### src/rtl/gpio_pattern_sequencer.sv
// Bus-programmed sequencer that plays a timed table of output values onto the
// 8-bit GPIO block by issuing output_en / output_val writes on its master port.
module gpio_pattern_sequencer #(
  parameter int STEPS  = 8,
  parameter int HOLD_W = 16
) (
  input  logic        clk,
  input  logic        rst,
  input  logic        s_ss,
  input  logic        s_ttype,
  input  logic [7:0]  s_addr,
  input  logic [31:0] s_wdata,
  output logic [31:0] s_rdata,
  output logic        s_bdone,
  output logic        m_ss,
  output logic        m_ttype,
  output logic [7:0]  m_addr,
  output logic [31:0] m_wdata,
  input  logic        m_bdone,
  output logic        busy,
  output logic        irq
);
  localparam int IW = (STEPS > 1) ? $clog2(STEPS) : 1;
  localparam int SW = HOLD_W + 8;
  localparam logic [4:0] LEN_MAX = 5'(STEPS);

  typedef enum logic [2:0] {S_IDLE, S_SET_OE, S_SET_VAL, S_HOLD, S_DONE} state_t;

  state_t            state_q, state_d;
  logic [3:0]        idx_q, idx_d;
  logic [HOLD_W-1:0] cnt_q, cnt_d;
  logic              stop_pend_q, stop_pend_d;
  logic [7:0]        m_addr_q, m_addr_d;
  logic [31:0]       m_wdata_q, m_wdata_d;
  logic              loop_q, done_q;
  logic [7:0]        oe_q;
  logic [4:0]        len_q;
  logic [SW-1:0]     step_q [STEPS];

  logic              wr, start, stop, set_done, step_hit, last_step;
  logic [5:0]        wa;
  logic [IW-1:0]     step_sel, cur_sel, nxt_sel;
  logic [4:0]        len_eff;
  logic [HOLD_W-1:0] cur_hold;
  logic              unused_bits;

  assign wa        = s_addr[7:2];
  assign wr        = s_ss & s_ttype;
  assign start     = wr && (wa == 6'd0) && s_wdata[0] && !s_wdata[1];
  assign stop      = wr && (wa == 6'd0) && s_wdata[1];
  assign step_hit  = (wa >= 6'd4) && (wa < 6'(4 + STEPS));
  assign step_sel  = IW'(wa - 6'd4);
  assign len_eff   = (len_q > LEN_MAX) ? LEN_MAX : len_q;
  assign cur_sel   = idx_q[IW-1:0];
  assign nxt_sel   = IW'(idx_q + 4'd1);
  assign cur_hold  = step_q[cur_sel][SW-1:8];
  assign last_step = ({1'b0, idx_q} == (len_eff - 5'd1));
  assign unused_bits = ^{s_wdata, s_addr};

  assign busy    = (state_q != S_IDLE);
  assign irq     = done_q;
  assign m_ss    = (state_q == S_SET_OE) || (state_q == S_SET_VAL);
  assign m_ttype = 1'b1;
  assign m_addr  = m_addr_q;
  assign m_wdata = m_wdata_q;
  assign s_bdone = 1'b1;

  always_comb begin
    s_rdata = '0;
    case (wa)
      6'd0: s_rdata = {29'b0, loop_q, 2'b00};
      6'd1: s_rdata = {24'b0, idx_q, 2'b00, done_q, busy};
      6'd2: s_rdata = {24'b0, oe_q};
      6'd3: s_rdata = {27'b0, len_q};
      default: if (step_hit) s_rdata = 32'(step_q[step_sel]);
    endcase
  end

  always_comb begin
    state_d     = state_q;
    idx_d       = idx_q;
    cnt_d       = cnt_q;
    stop_pend_d = stop_pend_q;
    m_addr_d    = m_addr_q;
    m_wdata_d   = m_wdata_q;
    set_done    = 1'b0;
    case (state_q)
      S_IDLE: begin
        stop_pend_d = 1'b0;
        if (start) begin
          if (len_eff == 5'd0) begin
            set_done = 1'b1;
          end else begin
            state_d   = S_SET_OE;
            idx_d     = '0;
            m_addr_d  = 8'h08;
            m_wdata_d = {24'b0, oe_q};
          end
        end
      end
      S_SET_OE, S_SET_VAL: begin
        // A STOP during a bus transfer is remembered until the slave completes it.
        if (m_bdone) begin
          if (stop || stop_pend_q) begin
            state_d = S_IDLE;
          end else if (state_q == S_SET_OE) begin
            state_d   = S_SET_VAL;
            m_addr_d  = 8'h0C;
            m_wdata_d = {24'b0, step_q[cur_sel][7:0]};
          end else begin
            state_d = S_HOLD;
            cnt_d   = (cur_hold == '0) ? HOLD_W'(1) : cur_hold;
          end
        end else if (stop) begin
          stop_pend_d = 1'b1;
        end
      end
      S_HOLD: begin
        if (stop) begin
          state_d = S_IDLE;
        end else if (cnt_q == HOLD_W'(1)) begin
          if (!last_step) begin
            idx_d     = idx_q + 4'd1;
            state_d   = S_SET_VAL;
            m_addr_d  = 8'h0C;
            m_wdata_d = {24'b0, step_q[nxt_sel][7:0]};
          end else if (loop_q) begin
            idx_d     = '0;
            state_d   = S_SET_VAL;
            m_addr_d  = 8'h0C;
            m_wdata_d = {24'b0, step_q[0][7:0]};
          end else begin
            state_d = S_DONE;
          end
        end else begin
          cnt_d = cnt_q - HOLD_W'(1);
        end
      end
      S_DONE: begin
        set_done = 1'b1;
        state_d  = S_IDLE;
      end
      default: state_d = S_IDLE;
    endcase
  end

  always_ff @(posedge clk or posedge rst) begin
    if (rst) begin
      state_q     <= S_IDLE;
      idx_q       <= '0;
      cnt_q       <= '0;
      stop_pend_q <= 1'b0;
      m_addr_q    <= '0;
      m_wdata_q   <= '0;
      loop_q      <= 1'b0;
      done_q      <= 1'b0;
      oe_q        <= '0;
      len_q       <= '0;
      for (int i = 0; i < STEPS; i++) step_q[i] <= '0;
    end else begin
      state_q     <= state_d;
      idx_q       <= idx_d;
      cnt_q       <= cnt_d;
      stop_pend_q <= stop_pend_d;
      m_addr_q    <= m_addr_d;
      m_wdata_q   <= m_wdata_d;
      if (wr) begin
        case (wa)
          6'd0: loop_q <= s_wdata[2];
          6'd2: if (!busy) oe_q <= s_wdata[7:0];
          6'd3: if (!busy) len_q <= s_wdata[4:0];
          default: if (step_hit) step_q[step_sel] <= s_wdata[SW-1:0];
        endcase
      end
      if (set_done) done_q <= 1'b1;
      else if (wr && (wa == 6'd1) && s_wdata[1]) done_q <= 1'b0;
    end
  end
endmodule

### config.mk
export PLATFORM = sky130hd
export DESIGN_NAME = gpio_pattern_sequencer
export DESIGN_NICKNAME = d
export VERILOG_FILES = /design/src/rtl/gpio_pattern_sequencer.sv
export SDC_FILE = /design/constraint.sdc
export NUM_CORES = 1
export LEC_CHECK = 0
export ABC_AREA = 1
export ABC_CLOCK_PERIOD_IN_PS = 20300
export BUFFER_PORTS_ARGS = -buffer_cell sky130_fd_sc_hd__buf_4
export CAP_MARGIN = 20
export CORE_MARGIN = 2
export CORE_UTILIZATION = 50
export CTS_CLUSTER_DIAMETER = 120
export CTS_CLUSTER_SIZE = 24
export DETAILED_ROUTE_END_ITERATION = 6
export GPL_TIMING_DRIVEN = 0
export PLACE_DENSITY = 0.68
export SLEW_MARGIN = 10
export SYNTH_ARGS = -nofsm -noshare
export SYNTH_HDL_FRONTEND = slang
export SYNTH_SLANG_ARGS = --single-unit
### constraint.sdc
create_clock -name clk -period 20.3 [get_ports clk]
set_clock_uncertainty 0.2 [all_clocks]
set_input_delay 3.045 -clock clk [delete_from_list [all_inputs] [get_ports clk]]
set_output_delay 3.045 -clock clk [all_outputs]
set_load 0.05 [all_outputs]
==> results.py, run 1 <==
metrics = {
    "outcome": {
        "outcome": "finished, violations left",
        "violations": "design-rule violations",
    },
    "grt": {
        "grt.busiest_layer": "met2",
        "met1_usage_pct": 52.9,
        "overflow": 0,
        "grt_use_met2_pct": 54.6,
        "grt_pass1_vias": 14100,
        "grt_pass1_wl_um": 86900,
        "antenna_found_initial": 1,
        "grt_usage_pct": 38.5,
        "grt_max_degree": 99,
        "grt_util_met3_pct": 13.9,
    },
    "timing": {
        "setup_violations": 0,
        "drv_slew": 0,
        "rsz0062_at_grt": "no",
        "fin_setup_tns_ns": 0,
        "slew_headroom_pct": 20.0,
        "fin_ws_ns": 11.11,
        "fin_crit_sh_pct": 45.3,
        "tightestPinTransition_ns": 1.20,
        "hold_violations": 0,
        "period_needed_ns": 9.19,
        "max_freq_mhz": 109,
    },
    "die": {
        "rows": 62,
        "core_area_um2": 28500,
        "initial_utilization_pct": 50.4,
        "die_w_um": 173,
        "io_pins": 122,
        "die_h_um": 173,
        "die-area_um2": 30100,
    },
    "yosys": {
        "yosys_warnings": 0,
        "syn_area_um2": 14300,
        "async_flop_share_pct": 100,
        "avgSynthCellArea_um2": 7.06,
        "synthTopCellsByArea": "dfrtp_1, nand2_1, o21ai_0",
        "synth_largest_area_cell": "dfrtp_1",
        "synth.most_common_cell": "nand2_1",
        "synth.distinct_cells": 42,
        "ys_seq_area_share_pct": 42.0,
        "synthTopCellsByCount": "nand2_1, o21ai_0, dfrtp_1, inv_1, nand3_1",
        "synth_top_area_share_pct": 42.0,
        "syn_inst": 2032,
        "synth_edf_count": 0,
        "ys_seq_elements": 241,
        "synth-main-ff-cell": "dfrtp_1",
    },
    "detailed_routing": {
        "routedWlPerCell_um": 23.0,
        "firstDrtPassIters": 7,
        "ant_nets": 0,
        "route.detailed.drc": 2,
        "via_count": 15100,
        "drt-total-wl_um": 58500,
        "drtIter0Drc": 2113,
        "via_per_inst": 5.94,
    },
    "clocking": {
        "clk_latency_ns": 0.52,
        "htree_levels": 1,
        "cts-buffers-inserted": 14,
        "clkTransAtPathRegs_ns": 0.09,
        "clock_path_buffers": 3,
        "cts_tree": "built",
        "post_cts_resized": 0,
        "holdBufCountCts": 0,
        "cts_setup_buffers": 0,
        "cts_num_sinks": 241,
        "cts_root_buf": "clkbuf_16",
    },
    "cells_and_area": {
        "drive_above_1_share_pct": 10.2,
        "n_antenna_cell": 0,
        "fill_cells": 2846,
        "multi_input_area_um2": 6710,
        "regArea_um2": 6030,
        "design_area_um2": 16000,
        "area_growth_pct": 11.3,
        "nets": 2207,
    },
    "pwr": {
        "power_frac_seq_pct": 36.7,
        "leakage_uw": 0.00776,
        "intPower_uw": 871,
        "total_power_uw": 1600,
        "p_sw_share_pct": 45.4,
        "p_switching_uw": 726,
        "p_per_area_nw_per_um2": 100,
        "p_comb_share_pct": 43.9,
        "ir_drop_uv": 72.1,
        "clockPowerShare_pct": 19.4,
    },
    "setup_path": {
        "path_class": "in2out",
        "crit_buf_inv": 4,
        "cp_max_fo": 10,
        "path_cells": "buf_2, inv_4, nand2_4, clkbuf_1, o22ai_1, a2111oi_0, buf_4",
        "cpMaxStageDelayCell": "clkbuf_1",
        "worstPathArrival_ns": 5.95,
        "start_kind": "input port",
        "slowest_delay_ns": 0.92,
        "required_ns": 17.06,
        "crit_path_end_kind": "output port",
        "critPathTopFamily": "buffers and inverters",
    },
    "place": {
        "port_buffers": 70,
        "place_worst_setup_slack_ns": 11.46,
        "gp_congestion": 1.06,
        "place_area_um2": 15600,
        "hpwlAfterDp_um": 39700,
    },
    "min_path": {
        "hp-class": "reg2reg",
    },
    "run": {
        "cap_violations": 0,
    },
}
per-stage QoR:
step | util [%] | instances | hold slack [ns]
3_5_place_dp | 54.6 | 2526 | 0.252
3_3_place_gp | 54.4 | 2524 | 0.248
6_report | 56.1 | 2543 | 0.273
5_1_grt | 56.1 | 2543 | 0.316
2_1_floorplan | - | 2070 | 0.253
4_1_cts | 56.1 | 2543 | 0.276
sequential cells by signal (all words and copies together) (netlist names):
name and cells:
step_q 192, m_addr 2, state_q 3, cnt_q 16, loop_q 1, m_wdata 8, stop_pend_q 1, irq 1
len_q 5, idx_q 4, oe_q 8
cells by family (layout without fill, tap and decap cells):
| logic type | after synthesis | in the layout | share of synthesized area [%] |
|---|---|---|---|
| DFF | 241 | 241 | 42.0 |
| other | 2 | 40 | 0.0524 |
| AOI/OAI and AO/OA | 491 | 491 | 19.3 |
| buffers and inverters | 385 | 474 | 12.2 |
| adders and majority gates | 4 | 4 | 0.349 |
| xor gates and xnor gates | 9 | 9 | 0.550 |
| and+or+nand+nor | 900 | 900 | 25.5 |
cell usage in the layout (no fill, tap or decap), types with 2 or more instances in the layout:
cell type / instances
a2111oi_0: 10
a21oi_1: 52
a221oi_1: 3
buf_1: 9
buf_16: 2
buf_2: 49
buf_4: 112
buf_6: 11
clkbuf_1: 51
clkbuf_16: 15
conb_1: 40
dfrtp_1: 241
ha_1: 4
inv_1: 216
inv_2: 4
nand2_1: 683
nand2_2: 2
nand3_1: 113
nand3_2: 4
nand4_1: 7
nor2_1: 63
nor2_2: 5
nor2_4: 4
nor3_1: 10
nor4_1: 6
o2111ai_1: 14
o211ai_1: 39
o21ai_0: 305
o21ai_1: 14
o21ai_2: 5
o221ai_1: 5
o22ai_1: 36
o41ai_1: 4
xnor2_1: 2
xor2_1: 7
per-layer routing:
layer  up-vias  share of wire [%]
met1      7038                 40
li1       6764                  -
met4         0                5.4
met5         -                  0
met3       212                 15
met2      1100                 41
power groups by stage:
stage | Clock, µW | Combinational [µW] | Sequential (µW)
global route | 328 | 759 | 594
global placement | 0 | 658 | 593
CTS | 312 | 671 | 585
detailed placement | 0 | 669 | 593
finish | 310 | 701 | 587
floorplan | 0 | 450 | 600
final cells by class:
type / count / share of cell area, %
timing repair buffer: 72 / 3.64
tap: 384 / 3.01
buffer: 162 / 5.70
clock inverter: 2 / 0.172
multi-input combinational: 1444 / 42.0
clock buffer: 15 / 2.35
inverter: 223 / 5.31
sequential: 241 / 37.8
tightest hold or removal path, stage by stage (launching register included):
cell and delay, ns:
dfrtp_1 0.35, inv_1 0.04, nand2_1 0.05
final timing paths:
path	depth (start not counted)	endpoint	slack, ns	startpoint
hold / removal	2	m_addr[3]	0.27	m_addr[3]
hold reg to reg	2	m_addr[3]	0.27	m_addr[3]
setup / recovery	7	s_rdata[22]	11.11	s_addr[2]
min in group asynchronous	2	cnt_q[5]	2.33	rst
max in group asynchronous	3	m_wdata[5]	16.68	rst
setup reg to reg	9	m_wdata[6]	17.09	idx_q[0]
Power figures use the tool's default switching activity.
==> run 2: changes to the inputs <==
--- a/config.mk
+++ b/config.mk
@@ -6,7 +6,7 @@
 export NUM_CORES = 1
 export LEC_CHECK = 0
 export ABC_AREA = 1
-export ABC_CLOCK_PERIOD_IN_PS = 20300
+export ABC_CLOCK_PERIOD_IN_PS = 7740
 export BUFFER_PORTS_ARGS = -buffer_cell sky130_fd_sc_hd__buf_4
 export CAP_MARGIN = 20
 export CORE_MARGIN = 2
@@ -15,7 +15,7 @@
 export CTS_CLUSTER_SIZE = 24
 export DETAILED_ROUTE_END_ITERATION = 6
 export GPL_TIMING_DRIVEN = 0
-export PLACE_DENSITY = 0.68
+export PLACE_DENSITY = 0.7
 export SLEW_MARGIN = 10
 export SYNTH_ARGS = -nofsm -noshare
 export SYNTH_HDL_FRONTEND = slang
==> constraint.sdc (replaced) <==
create_clock -name clk -period 7.74 [get_ports clk]
set_clock_uncertainty 0.2 [all_clocks]
set_input_delay 1.161 -clock clk [delete_from_list [all_inputs] [get_ports clk]]
set_output_delay 1.161 -clock clk [all_outputs]
set_load 0.05 [all_outputs]
==> results.py, run 2 (same netlist as run 1, synthesis figures left out) <==
metrics = {
    "grt": {
        "grt_usage_pct": 39.1,
        "grt_pass1_wl_um": 88000,
        "overflow": 0,
        "met1_usage_pct": 55.2,
        "grt.busiest_layer": "met2",
        "grt_max_degree": 37,
        "grt_pass1_vias": 14100,
        "grt_util_met3_pct": 11.6,
        "grt_use_met2_pct": 56.6,
        "antenna_found_initial": 0,
    },
    "setup_path": {
        "start_kind": "input port",
        "critPathTopFamily": "buffers and inverters",
        "path_cells": "buf_2, inv_4, nand2_4, clkbuf_1, o22ai_1, a2111oi_0, buf_4",
        "slowest_delay_ns": 0.85,
        "cp_max_fo": 10,
        "r2r-start": "idx_q[0]",
        "crit_buf_inv": 4,
        "required_ns": 6.38,
        "cpMaxStageDelayCell": "clkbuf_1",
        "crit_path_end_kind": "output port",
        "worstPathArrival_ns": 3.96,
        "path_class": "in2out",
        "startpoint": "s_addr[2]",
    },
    "die": {
        "initial_utilization_pct": 50.4,
        "die-area_um2": 30100,
        "die_w_um": 173,
        "core_area_um2": 28500,
        "die_h_um": 173,
        "rows": 62,
        "io_pins": 122,
    },
    "timing": {
        "fin_ws_ns": 2.41,
        "fin_crit_sh_pct": 68.8,
        "hold_violations": 0,
        "fin_hold_ws_ns": 0.271,
        "slew_headroom_pct": 20.7,
        "tightestPinTransition_ns": 1.18,
        "setup_violations": 0,
        "fin_setup_tns_ns": 0,
        "drv_slew": 0,
        "max_freq_mhz": 188,
        "rsz0062_at_grt": "no",
        "period_needed_ns": 5.33,
    },
    "cells_and_area": {
        "drive_above_1_share_pct": 10.5,
        "final_cell_mix": "nand2_1, o21ai_0, dfrtp_1",
        "final_common_cell": "nand2_1",
        "fin_util_pct": 56.5,
        "final-instance-count-excl-fill": 2550,
        "area_growth_pct": 12.1,
        "largest_reg_flops": 192,
        "reg.largest.list": "step_q (192), cnt_q (16)",
        "nets": 2213,
        "top_register": "step_q",
    },
    "clocking": {
        "post_cts_resized": 0,
        "cts_root_buf": "clkbuf_16",
        "htree_levels": 1,
        "cts_num_sinks": 241,
        "clk_latency_ns": 0.53,
        "cts-buffers-inserted": 14,
        "holdBufCountCts": 0,
        "cts_setup_buffers": 0,
        "clock_path_buffers": 3,
        "cts_tree": "built",
        "clkTransAtPathRegs_ns": 0.10,
    },
    "min_path": {
        "hp-class": "reg2reg",
        "hp-start": "m_addr[3]",
    },
    "pwr": {
        "p_per_area_nw_per_um2": 262,
        "ir_drop_uv": 214,
        "leakage_uw": 0.00782,
    },
    "detailed_routing": {
        "drtIter0Drc": 2287,
        "via_per_inst": 6.01,
        "routedWlPerCell_um": 23.4,
        "ant_nets": 0,
        "firstDrtPassIters": 7,
        "drt-total-wl_um": 59600,
        "via_count": 15300,
        "route.detailed.drc": 0,
    },
    "place": {
        "hpwlAfterDp_um": 41500,
        "port_buffers": 70,
        "dp.cells": 2532,
        "place_worst_setup_slack_ns": 2.67,
        "gp_congestion": 1.02,
    },
    "outcome": {
        "outcome": "complete, no violations",
    },
    "run": {
        "cap_violations": 0,
    },
}
-- run 2: tightest hold or removal path, cell delays in order (launching register included) --
cell	delay (ns)
dfrtp_1	0.35
inv_1	0.04
nand2_1	0.05
-- run 2: path summary, 6_finish.rpt --
path / depth (start not counted) / end / slack (ns)
min in group asynchronous: 2 / step_q[22] / 0.39
worst min register to register: 2 / m_addr[3] / 0.27
max in group asynchronous: 5 / step_q[15] / 5.97
worst max-delay path: 7 / s_rdata[20] / 2.41
worst min-delay path: 2 / m_addr[3] / 0.27
worst max register to register: 9 / m_wdata[4] / 4.52
-- run 2: cell type report --
cell class                 count  area [µm²]
antenna                        1        2.50
buffer                       162         910
clock buffer                  16         389
clock inverter                 1        30.0
fill                        2791       12400
inverter                     223         843
multi-input combinational   1444        6710
sequential                   241        6030
tap                          384         480
timing repair buffer          78         693
-- run 2: per-layer routing --
metal  wire (µm)  vias to the layer above
met5           0                        -
met1       23800                     7177
met2       24600                     1139
met4        2690                        0
li1            -                     6787
met3        8580                      215
-- run 2: stage by stage --
stage	total power, µW	instance area, µm²
after detailed placement	3330	15700
after global placement	3300	15500
after global routing	4430	16100
after CTS	4140	16100
final	4220	16100
after floorplan	2750	14500
-- run 2: power breakdown --
| group | leakage [µW] | internal [µW] | switching [µW] |
|---|---|---|---|
| sequential | 0.00326 | 1410 | 127 |
| combinational | 0.00436 | 520 | 1330 |
| clock | 0.000203 | 367 | 459 |
